===== config.mk =====
export PLATFORM = sky130hd
export DESIGN_NAME = vid_pixel_shifter_flat
export DESIGN_NICKNAME = d
export VERILOG_FILES = /design/src/rtl/vid_pkg.sv /design/src/rtl/vid_pixel_shifter_if.sv /design/src/rtl/vid_palette_lut.sv /design/src/rtl/vid_pixel_shifter.sv /design/src/flat_wrapper.sv
export SDC_FILE = /design/constraint.sdc
export NUM_CORES = 1
export LEC_CHECK = 0
export ABC_CLOCK_PERIOD_IN_PS = 1940
export BUFFER_PORTS_ARGS = -buffer_cell sky130_fd_sc_hd__buf_4
export CAP_MARGIN = 10
export CORE_MARGIN = 5
export CORE_UTILIZATION = 30
export DETAILED_ROUTE_END_ITERATION = 10
export SYNTH_ARGS = -nofsm -noshare
export SYNTH_HDL_FRONTEND = slang
export SYNTH_SLANG_ARGS = --single-unit

===== constraint.sdc =====
create_clock -name PIN_CLK -period 1.94 [get_ports PIN_CLK]
set_input_delay 0.388 -clock PIN_CLK [delete_from_list [all_inputs] [get_ports PIN_CLK]]
set_output_delay 0.388 -clock PIN_CLK [all_outputs]
set_load 0.02 [all_outputs]

===== src/rtl/vid_pkg.sv =====
// Shared types and constants for the video pixel shifter: RGB struct, bit-per-pixel
// constants and the colour palette table indexed [palette][2-bit code].
package vid_pkg;

  typedef struct packed {
    logic r;
    logic g;
    logic b;
  } rgb_t;

  localparam int NUM_PAL_MAX = 4;
  localparam int BPP_MONO    = 1;
  localparam int BPP_COLOUR  = 2;

  localparam rgb_t RGB_BLACK = 3'b000;
  localparam rgb_t RGB_WHITE = 3'b111;

  // Palette 0 is the classic black/blue/green/red set; the others are alternates.
  localparam rgb_t PAL [NUM_PAL_MAX][4] = '{
    '{3'b000, 3'b001, 3'b010, 3'b100},
    '{3'b000, 3'b011, 3'b101, 3'b110},
    '{3'b000, 3'b001, 3'b100, 3'b111},
    '{3'b000, 3'b110, 3'b011, 3'b111}
  };

endpackage


===== src/rtl/vid_pixel_shifter_if.sv =====
// Pixel shifter bus: RAM word load, pixel timing controls, RGB and error flags.
// With VID_BORDER_EN defined an extra border_col input is carried.
interface vid_pixel_shifter_if #(
  parameter int WORD_W = 16,
  parameter int PAL_W  = 2
);
  logic              load;
  logic [WORD_W-1:0] data_in;
  logic              pix_en;
  logic              mode;
  logic [PAL_W-1:0]  pal_sel;
  logic              blank;
  logic              clr_err;
`ifdef VID_BORDER_EN
  logic [2:0]        border_col;
`endif
  logic              vR;
  logic              vG;
  logic              vB;
  logic              underrun;
  logic              overrun;

  modport master (
    output load, data_in, pix_en, mode, pal_sel, blank, clr_err,
`ifdef VID_BORDER_EN
    output border_col,
`endif
    input  vR, vG, vB, underrun, overrun
  );

  modport slave (
    input  load, data_in, pix_en, mode, pal_sel, blank, clr_err,
`ifdef VID_BORDER_EN
    input  border_col,
`endif
    output vR, vG, vB, underrun, overrun
  );
endinterface


===== src/rtl/vid_palette_lut.sv =====
// Combinational colour decode: 2-bit code (colour) or LSB (mono) to RGB.
// Out-of-range palette selects fall back to palette 0.
module vid_palette_lut
  import vid_pkg::*;
#(
  parameter int NUM_PAL = 4,
  parameter int PAL_W   = 2
) (
  input  logic [1:0]       code,
  input  logic             mode,
  input  logic [PAL_W-1:0] pal_sel,
  output rgb_t             rgb
);

  int         sel;
  logic [1:0] pal_idx;

  always_comb begin
    sel     = int'(pal_sel);
    pal_idx = 2'd0;
    if (sel < NUM_PAL && sel < NUM_PAL_MAX) begin
      pal_idx = sel[1:0];
    end
    rgb = RGB_BLACK;
    if (!mode) begin
      rgb = code[0] ? RGB_WHITE : RGB_BLACK;
    end else begin
      rgb = PAL[pal_idx][code];
    end
  end

endmodule


===== src/rtl/vid_pixel_shifter.sv =====
// RAM word to RGB pixel serialiser with a one-word hold buffer and sticky
// underrun/overrun flags. Define VID_BORDER_EN to drive border_col during blank.
module vid_pixel_shifter
  import vid_pkg::*;
#(
  parameter int WORD_W   = 16,
  parameter int NUM_PAL  = 4,
  parameter int DATA_INV = 1
) (
  input logic                PIN_CLK,
  input logic                PIN_R,
  vid_pixel_shifter_if.slave bus
);

  localparam int CNT_W = $clog2(WORD_W + 1);
  localparam int PAL_W = (NUM_PAL > 1) ? $clog2(NUM_PAL) : 1;
  localparam logic [CNT_W-1:0] PPW_MONO_M1   = CNT_W'(WORD_W - 1);
  localparam logic [CNT_W-1:0] PPW_COLOUR_M1 = CNT_W'(WORD_W / 2 - 1);

  logic [WORD_W-1:0] hold_reg, hold_next;
  logic              hold_mode_reg, hold_mode_next;
  logic              hold_valid_reg, hold_valid_next;
  logic [WORD_W-1:0] shift_reg, shift_next;
  logic              shift_mode_reg, shift_mode_next;
  logic [CNT_W-1:0]  count_reg, count_next;
  rgb_t              rgb_reg, rgb_next;
  logic              underrun_reg, underrun_next;
  logic              overrun_reg, overrun_next;

  logic [WORD_W-1:0] capture_word;
  logic              step;
  logic              cnt_zero;
  logic              transfer;
  logic              underrun_set;
  logic              overrun_set;
  logic [1:0]        pix_code;
  logic              pix_mode;
  rgb_t              lut_rgb;
  rgb_t              blank_rgb;

  assign capture_word = (DATA_INV != 0) ? ~bus.data_in : bus.data_in;
  assign step         = bus.pix_en & ~bus.blank;
  assign cnt_zero     = (count_reg == '0);
  assign transfer     = step & cnt_zero & hold_valid_reg;

  // An empty shifter means the pixel comes straight from the hold word.
  assign pix_code = cnt_zero ? hold_reg[1:0] : shift_reg[1:0];
  assign pix_mode = cnt_zero ? hold_mode_reg : shift_mode_reg;

`ifdef VID_BORDER_EN
  assign blank_rgb = rgb_t'(bus.border_col);
`else
  assign blank_rgb = RGB_BLACK;
`endif

  vid_palette_lut #(
    .NUM_PAL (NUM_PAL),
    .PAL_W   (PAL_W)
  ) u_lut (
    .code    (pix_code),
    .mode    (pix_mode),
    .pal_sel (bus.pal_sel),
    .rgb     (lut_rgb)
  );

  always_comb begin
    hold_next       = hold_reg;
    hold_mode_next  = hold_mode_reg;
    hold_valid_next = hold_valid_reg;
    shift_next      = shift_reg;
    shift_mode_next = shift_mode_reg;
    count_next      = count_reg;
    rgb_next        = rgb_reg;
    underrun_set    = 1'b0;
    overrun_set     = 1'b0;

    if (bus.pix_en) begin
      if (bus.blank) begin
        rgb_next = blank_rgb;
      end else if (!cnt_zero) begin
        rgb_next   = lut_rgb;
        shift_next = shift_mode_reg ? (shift_reg >> BPP_COLOUR) : (shift_reg >> BPP_MONO);
        count_next = count_reg - CNT_W'(1);
      end else if (hold_valid_reg) begin
        rgb_next        = lut_rgb;
        shift_next      = hold_mode_reg ? (hold_reg >> BPP_COLOUR) : (hold_reg >> BPP_MONO);
        count_next      = hold_mode_reg ? PPW_COLOUR_M1 : PPW_MONO_M1;
        shift_mode_next = hold_mode_reg;
        hold_valid_next = 1'b0;
      end else begin
        rgb_next     = RGB_BLACK;
        underrun_set = 1'b1;
      end
    end

    // A load on the transfer edge refills hold after the old word moved out.
    if (bus.load) begin
      hold_next       = capture_word;
      hold_mode_next  = bus.mode;
      hold_valid_next = 1'b1;
      overrun_set     = hold_valid_reg & ~transfer;
    end

    underrun_next = (underrun_reg & ~bus.clr_err) | underrun_set;
    overrun_next  = (overrun_reg & ~bus.clr_err) | overrun_set;
  end

  always_ff @(posedge PIN_CLK) begin
    if (PIN_R) begin
      hold_reg       <= '0;
      hold_mode_reg  <= 1'b0;
      hold_valid_reg <= 1'b0;
      shift_reg      <= '0;
      shift_mode_reg <= 1'b0;
      count_reg      <= '0;
      rgb_reg        <= RGB_BLACK;
      underrun_reg   <= 1'b0;
      overrun_reg    <= 1'b0;
    end else begin
      hold_reg       <= hold_next;
      hold_mode_reg  <= hold_mode_next;
      hold_valid_reg <= hold_valid_next;
      shift_reg      <= shift_next;
      shift_mode_reg <= shift_mode_next;
      count_reg      <= count_next;
      rgb_reg        <= rgb_next;
      underrun_reg   <= underrun_next;
      overrun_reg    <= overrun_next;
    end
  end

  assign bus.vR       = rgb_reg.r;
  assign bus.vG       = rgb_reg.g;
  assign bus.vB       = rgb_reg.b;
  assign bus.underrun = underrun_reg;
  assign bus.overrun  = overrun_reg;

endmodule


===== src/flat_wrapper.sv =====
// flat-port wrapper written by rule: the top's interface ports become plain ports
module vid_pixel_shifter_flat import vid_pkg::*;
#(
  parameter int WORD_W   = 16,
  parameter int NUM_PAL  = 4,
  parameter int DATA_INV = 1
)
  (PIN_CLK, PIN_R, bus_load, bus_data_in, bus_pix_en, bus_mode, bus_pal_sel, bus_blank, bus_clr_err, bus_vR, bus_vG, bus_vB, bus_underrun, bus_overrun);
  vid_pixel_shifter_if #(.WORD_W(WORD_W), .PAL_W((2))) bus_i ();
  input logic PIN_CLK;
  input logic PIN_R;
  input wire logic [$bits(bus_i.load)-1:0] bus_load;
  input wire logic [$bits(bus_i.data_in)-1:0] bus_data_in;
  input wire logic [$bits(bus_i.pix_en)-1:0] bus_pix_en;
  input wire logic [$bits(bus_i.mode)-1:0] bus_mode;
  input wire logic [$bits(bus_i.pal_sel)-1:0] bus_pal_sel;
  input wire logic [$bits(bus_i.blank)-1:0] bus_blank;
  input wire logic [$bits(bus_i.clr_err)-1:0] bus_clr_err;
  output wire logic [$bits(bus_i.vR)-1:0] bus_vR;
  output wire logic [$bits(bus_i.vG)-1:0] bus_vG;
  output wire logic [$bits(bus_i.vB)-1:0] bus_vB;
  output wire logic [$bits(bus_i.underrun)-1:0] bus_underrun;
  output wire logic [$bits(bus_i.overrun)-1:0] bus_overrun;
  assign bus_i.load = bus_load;
  assign bus_i.data_in = bus_data_in;
  assign bus_i.pix_en = bus_pix_en;
  assign bus_i.mode = bus_mode;
  assign bus_i.pal_sel = bus_pal_sel;
  assign bus_i.blank = bus_blank;
  assign bus_i.clr_err = bus_clr_err;
  assign bus_vR = bus_i.vR;
  assign bus_vG = bus_i.vG;
  assign bus_vB = bus_i.vB;
  assign bus_underrun = bus_i.underrun;
  assign bus_overrun = bus_i.overrun;
  vid_pixel_shifter #(.WORD_W(WORD_W), .NUM_PAL(NUM_PAL), .DATA_INV(DATA_INV)) u_core (.PIN_CLK(PIN_CLK), .PIN_R(PIN_R), .bus(bus_i));
endmodule

==> key figures <==
Place
  – Port buffer count: 29
  – Post-DP HPWL: between 3000 and 4000 um
  – Post-Place Worst Slack: -68.0 ps
  – Routability congestion estimate: ~0.79

Layout
  – Layout Nets: 343
  – Layout fillers: roughly 820
  – Area of the multi-input gates: 1340 sq um
  – Layout cell share with drive strength beyond 1: around a fifth
  – N_diodes: 0
  – P&R area growth vs syn: 21.4%
  – Most common cell after layout, fill and taps aside: dfxtp_1
  – Area occupied by registers: 881 sq um
  – Most frequent cells in the layout: 44 x dfxtp_1, 43 x nand2_1, 41 x buf_4
  – Largest register FFs: 16

Logic synthesis
  – Largest cells by area after synthesis: dfxtp_1 37%, mux2i_1 12%, nand2_1 6.9%, a211oi_1 6.1%, a21oi_1 5.1%
  – Syn Area/Cell: 8.30 sq um
  – Synthesized instance count: around 280
  – Synthesized Nets: approximately 310
  – Leading area contributor after synthesis: dfxtp_1
  – Sequential area share after synthesis: between 30% and 40%
  – Synth Warn #: 0
  – Yosys top cell area share: a little under two fifths
  – Synth Cell Area: approximately 2400 sq um
  – Yosys cell types: 37
  – #FFs+latches synth: 44

Die
  – Die X: slightly below 100 um
  – Row cnt: 32
  – Die Y: between 90 and 100 um
  – Ports: 30
  – Starting density of the core: a little under a third
  – Die Area: 9730 sq um
  – Core area: 7690 sq um

STA
  – PnR worst setup slack: approximately 94 ps
  – Clock Skew: ~7.5 ps
  – Slew Limit Headroom: about two thirds
  – Final period utilization: roughly 95%
  – Hold Slack: 260 ps
  – Final setup vio count: 0
  – Period minus WS final: ~1800 ps
  – Max Clock Freq: around 0.54 GHz
  – Fin. Hold Viols: 0
  – RSZ-0062 raised after global routing: no
  – Pins Over Slew Limit: 0
  – Worst-margin pin slew: around 470 ps

Drt
  – Routed WL: roughly 5000 um
  – Antenna viol nets, final: 0
  – Wire length per cell: approximately 12 um
  – Pre-antenna DRT Iters: 4
  – Via Count: a little under 2000
  – Initial DRC Count: 144
  – Drc violations: 0
  – Vias per inst: 4.79

Status
  – Run status: complete, no violations

Global routing
  – GRT Util Overall: 10.6%
  – Met3 Track Usage GR: ~2.8%
  – Met1 GRT Util: around 14%
  – Largest net degree at the start of global routing: 45
  – GRT Max-Usage Layer: met2
  – Vias in the first global route: around 1900
  – First-pass GRT wire length: a little under 9000 um
  – Initial antenna violation count: 0
  – Met2 Usage GRT: 16.8%
  – Global route total overflow: 0

Clocking
  – Total CTS buffers: 5
  – Setup bufs post-CTS: 0
  – CTS H-tree lvls: 2
  – Clk_lat worst skew: 290 ps
  – Clock Root Buffer: clkbuf_8
  – CTS Sinks: 44
  – Hold buffers post-CTS: 0
  – CTS tree: done
  – Clk buf depth: 2
  – Clock Pin Slew Worst Setup and Hold Paths: about 90 ps

Power
  – Power per cell area: between 800 and 900 nW/um^2
  – Leak pwr: 1.08 nW
  – Worst VDD drop: around 0.44 mV

Critical path
  – Worst setup SP type: flop
  – Setup CP Type: flop to flop
  – Crit-path max FO: 8
  – Arr. time, crit path: around 2000 ps
  – Required time worst endpoint: between 2000 and 2500 ps
  – Setup crit end kind: flop

Hold path
  – Hold Crit Class: input port to flop

Run
  – Max Cap Viol: 0
[cells in the mapped netlist (all sizes together)]
cell type / n
nand3: 17
a21oi: 24
nand2: 43
a22oi: 1
dfxtp: 44
mux2i: 30
nand4b: 1
o2bb2ai: 1
nor2b: 7
mux2: 1
nand2b: 5
o41ai: 1
a211oi: 19
nor4b: 1
or4b: 1
o22ai: 1
a311oi: 3
nor2: 28
clkbuf: 13
nor3: 3
o21ai: 4
buf: 9
nor3b: 1
and2b: 1
ha: 5
a32oi: 1
inv: 8
o211ai: 3
nand4: 1
nor4: 6
o21a: 1
[critical path, stage by stage (launching register included)]
cell and delay (ps):
dfxtp_1 310, inv_1 70, ha_1 170, or4b_4 550, mux2i_2 210, nor4_1 300, a211oi_1 110
[stage by stage]
step / utilization (%) / instances / TNS (ps) / cell area (sq um) / total power [W]
6_report: 37.2 / 415 / 0 / 2860 / 0.00244
5_1_grt: 37.2 / 415 / 0 / 2860 / 0.00258
4_1_cts: 36.9 / 415 / 0 / 2840 / 0.00245
3_5_place_dp: 35.2 / 408 / -277 / 2710 / 0.00163
3_3_place_gp: 35.2 / 408 / -0.235 / 2710 / 0.00162
2_1_floorplan: - / 284 / 0 / 2360 / 0.00147
[logic make-up after synthesis]
family / share of synthesized area (%)
multiplexers: 13.4
buffers and inverters: 6.32
adder cells (fa/ha/maj): 2.66
AO/OA/AOI/OAI: 16.6
flip-flops: 37.4
AND/OR/NAND/NOR: 23.7
[layout make-up]
| type | instances | area share [%] |
|---|---|---|
| well taps | 102 | 4.46 |
| clock buffers | 5 | 2.41 |
| inverters | 8 | 1.05 |
| repair buffers | 44 | 12.2 |
| flip-flops and latches | 44 | 30.8 |
| clock inverters | 2 | 2.10 |
| multi-input cells | 210 | 46.9 |
[report_power, final]
group	switching, W	internal, W	leakage [nW]
registers	0.0000552	0.000966	0.361
logic	0.000333	0.000267	0.655
clock network	0.000312	0.000507	0.0642
[final timing paths]
check,endpoint,slack [ps],start,cells past startpoint
worst max register to register,u_core.bus.vB,90,u_core.count_reg[0],6
worst min-delay path,u_core.hold_reg[4],260,bus_data_in[4],2
worst min register to register,u_core.shift_reg[2],480,u_core.shift_reg[2],2
worst max-delay path,u_core.bus.vB,90,u_core.count_reg[0],6
[repair_timing]
item | in CTS | in global routing
resized for setup | 1 | 4
cloned | 0 | 0
endpoints found under the setup margin | 17 | 5
[per-layer routing]
metal	share of wire, %	vias up
li1	-	1055
met1	53	901
met2	43	30
met3	3.3	3
met4	0.42	0
met5	0	-
(Power assumes the default switching activity.)
